<file path="src/rtl/rst_seq.sv">
// rst_seq: power-on / runtime reset sequencer.
// Holds N_CH active-low reset outputs low, waits POR_CYCLES, waits for PLL lock,
// then releases the channels one by one, STAGE_CYCLES apart, ch0 first.
// Lock loss or an external button reset re-asserts every output and restarts.
// Optional build macro RST_SEQ_DEBOUNCE_EN adds a DEBOUNCE_CYCLES low-filter on ext_rst_n.
module rst_seq #(
  parameter int unsigned N_CH            = 3,
  parameter int unsigned POR_CYCLES      = 16,
  parameter int unsigned STAGE_CYCLES    = 8,
  parameter int unsigned DEBOUNCE_CYCLES = 1024
) (
  input  logic            sclk,
  input  logic            rst,
  input  logic            pll_lock,
  input  logic            ext_rst_n,
  output logic [N_CH-1:0] rst_n_o,
  output logic            rst_busy
);

  localparam int unsigned CntMax    = (POR_CYCLES > STAGE_CYCLES) ? POR_CYCLES : STAGE_CYCLES;
  localparam int unsigned CW        = $clog2((CntMax > 2) ? CntMax : 2);
  localparam int unsigned CHW       = $clog2((N_CH > 2) ? N_CH : 2);
  localparam logic [CW-1:0] PorLast   = CW'(POR_CYCLES - 1);
  localparam logic [CW-1:0] StageLast = CW'(STAGE_CYCLES - 1);

  typedef enum logic [1:0] {StPor, StWait, StRel, StRun} state_e;

  // Power-up values match the rst values so no reset pulse is needed after configuration.
  logic [1:0]      lock_sync_q = 2'b00;
  logic [1:0]      ext_sync_q  = 2'b11;
  state_e          state_q     = StPor;
  logic [CW-1:0]   cnt_q       = '0;
  logic [CHW-1:0]  ch_q        = '0;
  logic [N_CH-1:0] rst_n_q     = '0;
  logic            busy_q      = 1'b1;

  state_e          state_d;
  logic [CW-1:0]   cnt_d;
  logic [CHW-1:0]  ch_d;
  logic [N_CH-1:0] rst_n_d;
  logic            busy_d;

  logic lock_s;
  logic ext_s_n;
  logic ext_req;
  logic abort;
  logic rel_first;
  logic rel_next;

  // Two-flop synchronisers for the asynchronous lock and button inputs.
  always_ff @(posedge sclk) begin
    if (rst) begin
      lock_sync_q <= 2'b00;
      ext_sync_q  <= 2'b11;
    end else begin
      lock_sync_q <= {lock_sync_q[0], pll_lock};
      ext_sync_q  <= {ext_sync_q[0], ext_rst_n};
    end
  end

  assign lock_s  = lock_sync_q[1];
  assign ext_s_n = ext_sync_q[1];

`ifdef RST_SEQ_DEBOUNCE_EN
  localparam int unsigned DW = $clog2(DEBOUNCE_CYCLES + 1);
  localparam logic [DW-1:0] DebFull = DW'(DEBOUNCE_CYCLES);

  logic [DW-1:0] deb_cnt_q = '0;

  // Count consecutive low cycles of the synced button, saturating at DEBOUNCE_CYCLES.
  always_ff @(posedge sclk) begin
    if (rst) begin
      deb_cnt_q <= '0;
    end else if (ext_s_n) begin
      deb_cnt_q <= '0;
    end else if (deb_cnt_q != DebFull) begin
      deb_cnt_q <= deb_cnt_q + 1'b1;
    end
  end

  // Deasserts combinationally on the first high cycle.
  assign ext_req = ~ext_s_n & (deb_cnt_q == DebFull);
`else
  logic unused_deb_cfg;
  assign unused_deb_cfg = ^DEBOUNCE_CYCLES;
  assign ext_req        = ~ext_s_n;
`endif

  // State, counters and registered outputs.
  always_ff @(posedge sclk) begin
    if (rst) begin
      state_q <= StPor;
      cnt_q   <= '0;
      ch_q    <= '0;
      rst_n_q <= '0;
      busy_q  <= 1'b1;
    end else begin
      state_q <= state_d;
      cnt_q   <= cnt_d;
      ch_q    <= ch_d;
      rst_n_q <= rst_n_d;
      busy_q  <= busy_d;
    end
  end

  // Next-state, counter and channel-index logic; flags release and abort events.
  always_comb begin
    state_d   = state_q;
    cnt_d     = cnt_q;
    ch_d      = ch_q;
    abort     = 1'b0;
    rel_first = 1'b0;
    rel_next  = 1'b0;
    unique case (state_q)
      StPor: begin
        // Lock is deliberately ignored here; only the button holds the count.
        if (ext_req) begin
          cnt_d = '0;
        end else if (cnt_q == PorLast) begin
          state_d = StWait;
          cnt_d   = '0;
        end else begin
          cnt_d = cnt_q + 1'b1;
        end
      end
      StWait: begin
        if (ext_req) begin
          abort = 1'b1;
        end else if (lock_s) begin
          rel_first = 1'b1;
          cnt_d     = '0;
          ch_d      = '0;
          state_d   = (N_CH == 1) ? StRun : StRel;
        end
      end
      StRel: begin
        if (ext_req || !lock_s) begin
          abort = 1'b1;
        end else if (cnt_q == StageLast) begin
          rel_next = 1'b1;
          cnt_d    = '0;
          ch_d     = ch_q + 1'b1;
          if (int'(ch_q) == int'(N_CH) - 2) begin
            state_d = StRun;
          end
        end else begin
          cnt_d = cnt_q + 1'b1;
        end
      end
      StRun: begin
        if (ext_req || !lock_s) begin
          abort = 1'b1;
        end
      end
      default: begin
        abort = 1'b1;
      end
    endcase
    if (abort) begin
      state_d = StPor;
      cnt_d   = '0;
      ch_d    = '0;
    end
  end

  // Output next values: release one more channel per event, drop everything on abort.
  always_comb begin
    rst_n_d = rst_n_q;
    busy_d  = busy_q;
    if (abort) begin
      rst_n_d = '0;
      busy_d  = 1'b1;
    end else if (rel_first) begin
      rst_n_d[0] = 1'b1;
      busy_d     = (N_CH != 1) ? 1'b1 : 1'b0;
    end else if (rel_next) begin
      for (int i = 1; i < int'(N_CH); i++) begin
        if (i == int'(ch_q) + 1) begin
          rst_n_d[i] = 1'b1;
        end
      end
      if (state_d == StRun) begin
        busy_d = 1'b0;
      end
    end
  end

  assign rst_n_o  = rst_n_q;
  assign rst_busy = busy_q;

endmodule
</file>
<file path="config.mk">
export PLATFORM = sky130hd
export DESIGN_NAME = rst_seq
export DESIGN_NICKNAME = d
export VERILOG_FILES = /design/src/rtl/rst_seq.sv
export SDC_FILE = /design/constraint.sdc
export NUM_CORES = 1
export LEC_CHECK = 0
export ABC_AREA = 0
export CAP_MARGIN = 20
export CORE_MARGIN = 2
export CORE_UTILIZATION = 35
export CTS_BUF_LIST = sky130_fd_sc_hd__clkbuf_16
export CTS_CLUSTER_DIAMETER = 40
export CTS_CLUSTER_SIZE = 20
export DETAILED_ROUTE_END_ITERATION = 8
export GPL_ROUTABILITY_DRIVEN = 0
export SLEW_MARGIN = 20
export SYNTH_ARGS = -nofsm -noshare
export SYNTH_HDL_FRONTEND = slang
export SYNTH_SLANG_ARGS = --single-unit
</file>
<file path="constraint.sdc">
create_clock -name sclk -period 2.1 [get_ports sclk]
set_input_delay 0.21 -clock sclk [delete_from_list [all_inputs] [get_ports sclk]]
set_output_delay 0.21 -clock sclk [all_outputs]
set_load 0.01 [all_outputs]
</file>
# Yosys cells after proc, flatten, opt, wreduce, memory -nomap -nowiden
# Cells that the tools add are included.
# word_totals
input_bits	4
register_bits	16
wordCells	70
out_inout_bits	4
# classes
eq_ne	13
mux	30
add_sub_neg	3
n_bitwise	2
reduce_logical	13
# ops
operator	n
equality test 2 x 32 -> 1 bit (first input constant)	1
2-to-1 mux 2 bit	12
2-to-1 mux 4 bit	6
one-hot mux 4 bit (3 select lines)	1
equality test 2 bit (second input constant)	4
2-to-1 mux 1 bit	8
inequality test 2 bit (second input constant)	4
one-hot mux 2 bit (3 select lines)	1
AND reduction 3 bit	2
AND reduction 5 bit	1
adder 4 x 1 -> 4 bit (second input constant)	1
equality test 4 x 3 -> 1 bit (second input constant)	1
equality test 4 bit (second input constant)	1
one-hot mux 2 bit (2 select lines)	1
AND reduction 4 bit	1
OR reduction 2 bit	2
adder 2 x 1 -> 3 bit (second input constant)	1
equality test 2 x 3 -> 1 bit (first input constant)	1
nonzero test 3 bit	1
OR reduction 3 bit	1
adder 2 x 1 -> 2 bit (second input constant)	1
equality test 2 x 1 -> 1 bit (second input constant)	1
logical NOT 2 bit	1
NOT 1 bit	2
other kinds (5)	5

# Logic depth before layout (Yosys ltp)
# Gate-level depths: netlist of the first run.
# logic_depth
ltp_word	8
mapped_depth	9
ltp_nobuf	7

# Least setup slack after synthesis of the first run
# Ideal clock, no wire load.
# synth_path
kind	reg2reg
startpoint	reg state_q[0]
endpoint	reg cnt_q[1]
slack_ps	337
synth_period_minus_slack_ps	1763
path_buffers	2
setup_ps	62
required_ps	2038
arrival_ps	1701
path_stages_with_launch	10
cell_sequence	dfxtp_1 -> inv_1 -> ha_1 -> buf_6 -> nor3_2 -> nor3_1 -> or3_1 -> buf_6 -> nand2b_4 -> nor2_2
# synth_via
elab_chain_len	4
word_cells_on_any_way	13
cone_classes	6 x eq/ne; 2 x mux; 5 x reduce/logical
# synth_rtl
element	line_no	source
start: declaration	31	state_e state_q = StPor;
start signal: assignment	92	state_q <= StPor;
start signal: assignment	98	state_q <= state_d;
equality test 2 bit	114	unique case (state_q)
OR reduction 2 bit (no source line)	--	
one-hot mux 1 bit (2 select lines)	114	
OR reduction 2 bit (no source line)	--	
end signal: assignment	99	cnt_q <= cnt_d;
end: declaration	32	logic [CW-1:0] cnt_q = '0;
# Parallel ways exist; a longest one is shown, timed or not.
# A chain may end at the register's enable or synchronous reset.

# Final worst setup path of the first run
# layout_path
startpoint	reg state_q[0]
endpoint	reg cnt_q[3]
# The elaborated chain is that of the path after synthesis.

==> results.cfg, run 1 <==
[outcome]
status = finished clean

[sta]
tightest_slew_ps = 385
maxSlewViolCount = 0
rsz0062_at_grt = no
hold_viol_final = 0
fin_skew_ps = 3.28
min_period_over_period = 0.903
hold_ws_ps = 414
fmax_ghz = 0.528
period_minus_slack_ps = 1900
fin_setup_tns_ps = 0
setup_viol = 0
relSlewSlack = 0.737

[clock_tree]
cts.clk_slew.worst_paths_ps = 50
insertion_delay_ps = 240
h-tree-depth = 1
clkSinkCount = 16
cts_setup_buffers = 0
cts_hold_buf = 0
cts_tree = yes
cts_root_buf = clkbuf_16
clockBufferDepth = 2
numCtsBuffers = 3
cts_resized = 0

[placement]
dpl.hpwl_um = 1270
numPortBuffers = 7
post-place-cells = 133

[route]
via_per_inst = 5.20
post_drt_wl_per_cell_um = 12.1
initialDrtViolationCount = 20
detail-route-antenna-nets = 0
vias = 713
drcViolationCount = 0
wl_um = 1650
drt_pass1_iterations = 4

[yosys]
ys_seq_elements = 16
ys.flop_type = dfxtp_1
ys_async_sr_fraction = 0
syn_inst = 101
yosys_warnings = 0
synth_area_leaders = dfxtp_1, ha_1, nor2_1
syn_nets = 115
synth_area_leader_cell = dfxtp_1
syn_area_um2 = 896
synth_cell_types = 35
synth.top_cell.area_share = 0.358
synth_edf_count = 0
yosysSeqAreaShare = 0.358
syn_area_per_cell_um2 = 8.87

[critical_path]
crit_chain = inv_1 > ha_1 > or2_1 > a21oi_2 > nand4_1 > xor2_1 > nor2_2
critPathCaptureType = flip-flop
worst_setup_path_start_kind = flip-flop
worstPathArrival_ps = 2030
worstPathRequired_ps = 2230
max_stage_delay_ps = 370
cp_slowest_cell = dfxtp_1
crit_type = flip-flop to flip-flop
crit_fanout = 10

[die]
chipHeight_um = 54.6
coreArea_um2 = 2450
die_w_um = 54.6
rows = 18
start_util = 0.365
num_io_pins = 8
dieArea_um2 = 2980

[global_route]
overflow = 0
grt.total_usage = 0.136
grt_start_max_net_pins = 11
grt_pass1_wl_um = 2810
grt_pass1_vias = 654
antenna_found_initial = 0

[cells_and_area]
nNetsFinal = 122
multiInputGateArea_um2 = 529
synthToLayoutAreaGrowth_pct = 17.3
fillers = 248
seqCellArea_um2 = 320
antenna_cells = 0
final-instance-count-excl-fill = 137
drive_gt1_frac = 0.121

[power_and_ir_drop]
clkPwrFrac = 0.466
p_int_mw = 0.613
power.switching_mw = 0.172
seq_power_share = 0.424
netSwitchingFraction = 0.219
comb_power_share = 0.109
vdd_drop_max_mv = 0.621
total_power_mw = 0.784
power.density_nw_per_um2 = 746
p_leak_nw = 0.395

[job]
cap_violations = 0

[min_path]
hp-class = flip-flop to flip-flop
==> cell type report <==
| cell class | instances | area share |
|---|---|---|
| Clock buffer | 3 | 0.0714 |
| Clock inverter | 1 | 0.00357 |
| Inverter | 4 | 0.0143 |
| Multi-Input combinational cell | 76 | 0.504 |
| Sequential cell | 16 | 0.305 |
| Tap cell | 30 | 0.0357 |
| Timing Repair Buffer | 7 | 0.0667 |
==> worst paths after layout <==
| check | start | endpoint | slack, ps | cells after the start |
|---|---|---|---|---|
| worst max-delay path | state_q[0] | cnt_q[3] | 200 | 7 |
| worst min-delay path | ext_sync_q[0] | ext_sync_q[1] | 410 | 1 |
| worst max register to register | state_q[0] | cnt_q[3] | 200 | 7 |
| worst min register to register | ext_sync_q[0] | ext_sync_q[1] | 410 | 1 |
==> power groups by stage <==
stage          clock network, mW  registers (mW)  logic, mW
3_5_place_dp                   0           0.339     0.0850
3_3_place_gp                   0           0.338     0.0828
2_1_floorplan                  0           0.334     0.0740
6_report                   0.366           0.333     0.0858
4_1_cts                    0.373           0.333     0.0857
5_1_grt                    0.384           0.335     0.0982
==> cells by family after synthesis <==
family,synth area share
adder cells (fa/ha/maj),0.140
buffers and inverters,0.0573
AO/OA/AOI/OAI,0.152
multiplexers,0.0223
XOR/XNOR,0.0293
AND/OR/NAND/NOR,0.242
flip-flops,0.358
==> registers in the layout, indices dropped and copies added (netlist names) <==
signal and cells:
ext_sync_q 2, cnt_q 4, ch_q 2, rst_busy 1
rst_n_o 3, state_q 2, lock_sync_q 2
==> routing by layer <==
layer	wire [um]	GRT usage	up-vias
li1	-	-	359
met1	745	0.162	329
met2	779	0.214	21
met3	98	0.0519	4
met5	0	0	-
met4	29	0.0625	0
==> cell usage after synthesis (all sizes together), types with 2 or more instances <==
master / n
a2111oi: 2
a21oi: 6
a31oi: 2
buf: 4
dfxtp: 16
ha: 10
inv: 4
mux2i: 2
nand2: 6
nand3: 2
nand4: 2
nor2: 16
nor2b: 2
nor3: 4
o21ai: 6
or2: 3
or3: 2
xnor2: 2
==> stage by stage <==
| stage | cell area, um2 | utilization | setup slack (ps) |
|---|---|---|---|
| finish | 1050 | 0.428 | 204 |
| global route | 1050 | 0.428 | 64.3 |
| CTS | 1050 | 0.426 | 120 |
| detailed placement | 967 | 0.394 | 123 |
| global placement | 967 | 0.394 | 207 |
| floorplan | 896 | - | 337 |
==> layout by cell type, fill, tap and decap left out, drive strengths merged <==
cell,n
a2111oi,2
a211o,1
a21oi,6
a2bb2oi,1
a311oi,1
a31oi,2
and4bb,1
clkbuf,3
clkdlybuf4s50,7
clkinv,1
dfxtp,16
ha,10
inv,4
mux2i,2
nand2,6
nand2b,1
nand3,2
nand4,2
nor2,16
nor2b,2
nor3,4
nor4,1
o21ai,6
o2bb2ai,1
o31ai,1
or2,3
or3,2
xnor2,2
xor2,1
==> worst max-delay path, delay by kind of cell, from the launching register on <==
kind                       cells  cell delay [ps]
and+or+nand+nor                3              470
AOI/OAI and AO/OA              1              280
xor gates and xnor gates       1              220
DFF                            1              370
adders and majority gates      1              330
buffers and inverters          1              110
No activity file was read; power rests on OpenSTA's default activity.
==> run 2, diff against run 1 <==
--- a/config.mk
+++ b/config.mk
@@ -14,6 +14,7 @@
 export CTS_CLUSTER_SIZE = 20
 export DETAILED_ROUTE_END_ITERATION = 8
 export GPL_ROUTABILITY_DRIVEN = 0
+export HOLD_SLACK_MARGIN = 0.03
 export SLEW_MARGIN = 20
 export SYNTH_ARGS = -nofsm -noshare
 export SYNTH_HDL_FRONTEND = slang
==> results of run 2 <==
Same layout as run 1: the final DEF is identical, and so are final timing and power.
==> run 3, diff against run 2 <==
--- a/config.mk
+++ b/config.mk
@@ -7,7 +7,7 @@
 export LEC_CHECK = 0
 export ABC_AREA = 0
 export CAP_MARGIN = 20
-export CORE_MARGIN = 2
+export CORE_MARGIN = 4
 export CORE_UTILIZATION = 35
 export CTS_BUF_LIST = sky130_fd_sc_hd__clkbuf_16
 export CTS_CLUSTER_DIAMETER = 40
==> run 3 against run 2 <==
Effect of this change: fmax grew 0.13%; global-route usage fell by 2.4 points; sequential share of layout area unchanged; critical path type unchanged; largest cell class unchanged.
==> results.cfg, run 3 (synthesis results as in run 1) <==
[clock_tree]
clockBufferDepth = 2
cts_root_buf = clkbuf_16
insertion_delay_ps = 240
clkSinkCount = 16
h-tree-depth = 1
cts_setup_buffers = 0
numCtsBuffers = 3
cts_tree = yes
cts.clk_slew.worst_paths_ps = 50

[power_and_ir_drop]
p_leak_nw = 0.395
vdd_drop_max_mv = 0.551
power.density_nw_per_um2 = 744
total_power_mw = 0.782

[sta]
maxSlewViolCount = 0
min_period_over_period = 0.901
fin_skew_ps = 1.73
setup_viol = 0
relSlewSlack = 0.744
fin_ws_ps = 207
period_minus_slack_ps = 1890
fin_setup_tns_ps = 0
fmax_ghz = 0.528
tightest_slew_ps = 374
rsz0062_at_grt = no
hold_viol_final = 0

[cells_and_area]
top_register = cnt_q
synthToLayoutAreaGrowth_pct = 17.3
layout_common_cells = dfxtp_1, nor2_1, ha_1, clkdlybuf4s50_1
final-instance-count-excl-fill = 137
layout_commonest_cell = dfxtp_1
design_area_um2 = 1050
nNetsFinal = 122
antenna_cells = 0
drive_gt1_frac = 0.121
largest_reg_flops = 4

[global_route]
grt_start_max_net_pins = 11
overflow = 0
grt_pass1_wl_um = 2880
antenna_found_initial = 0
grt_pass1_vias = 659
grt.total_usage = 0.112

[route]
vias = 702
detail-route-antenna-nets = 0
post_drt_wl_per_cell_um = 12.3
drcViolationCount = 0
via_per_inst = 5.12
initialDrtViolationCount = 29
drt_pass1_iterations = 4
wl_um = 1690

[outcome]
status = finished clean

[critical_path]
crit_fanout = 10
worstPathRequired_ps = 2240
crit_type = flip-flop to flip-flop
crit_chain = inv_1 > ha_1 > or2_1 > a21oi_2 > nand4_1 > xor2_1 > nor2_2
max_stage_delay_ps = 380
worstPathArrival_ps = 2030
cp_slowest_cell = dfxtp_1
cp_num_buf_inv = 1
worst_setup_path_start_kind = flip-flop
cp-startpoint = state_q[0]
critPathCaptureType = flip-flop
r2r-start = state_q[0]
critPathTopFamily = simple AND/OR/NAND/NOR gates

[die]
rows = 18
die_w_um = 58.6
start_util = 0.365
coreArea_um2 = 2450
dieArea_um2 = 3430
chipHeight_um = 58.6
num_io_pins = 8

[job]
cap_violations = 0

[min_path]
min_from = ext_sync_q[0]
hp-class = flip-flop to flip-flop

[placement]
placed_area_um2 = 967
pre_cts_slack_ps = 135
numPortBuffers = 7
dpl.hpwl_um = 1250
post-place-cells = 133
-- run 3: cell counts in the layout (fill, tap and decap cells not counted) --
Identical to the previous run, type by type.
-- run 3: what timing repair did --
| item | 4_1_cts | 5_1_grt |
|---|---|---|
| hold buffers | 0 | 0 |
| gates resized for setup | 0 | 1 |
| setup endpoints to repair | 0 | 4 |
-- run 3: metrics by stage --
stage	hold WS [ps]	utilization
finish	406	0.428
global route	422	0.428
CTS	410	0.426
detailed placement	400	0.394
global placement	394	0.394
floorplan	282	-
-- run 3: final cells by class --
cell class / instances / area (um2)
Clock inverter: 1 / 3.75
Multi-Input combinational cell: 76 / 529
Tap cell: 30 / 37.5
Timing Repair Buffer: 7 / 70.1
Sequential cell: 16 / 320
Clock buffer: 3 / 75.1
Fill cell: 225 / 1400
Inverter: 4 / 15.0
-- run 3: worst paths after layout --
kind | cells past startpoint | end | slack [ps]
setup / recovery | 7 | cnt_q[3] | 210
hold / removal | 1 | ext_sync_q[1] | 410
hold reg to reg | 1 | ext_sync_q[1] | 410
setup reg to reg | 7 | cnt_q[3] | 210
-- run 3: layer usage --
layer | routed length (um) | global-route usage
met4 | 34 | 0.0583
met5 | 0 | 0
met3 | 70 | 0.0395
met2 | 764 | 0.180
met1 | 820 | 0.130
-- run 3: power by group --
part	total [mW]	internal, mW	switching [mW]
Clock	0.362	0.252	0.110
Combinational	0.0867	0.0421	0.0446
Sequential	0.334	0.319	0.0149
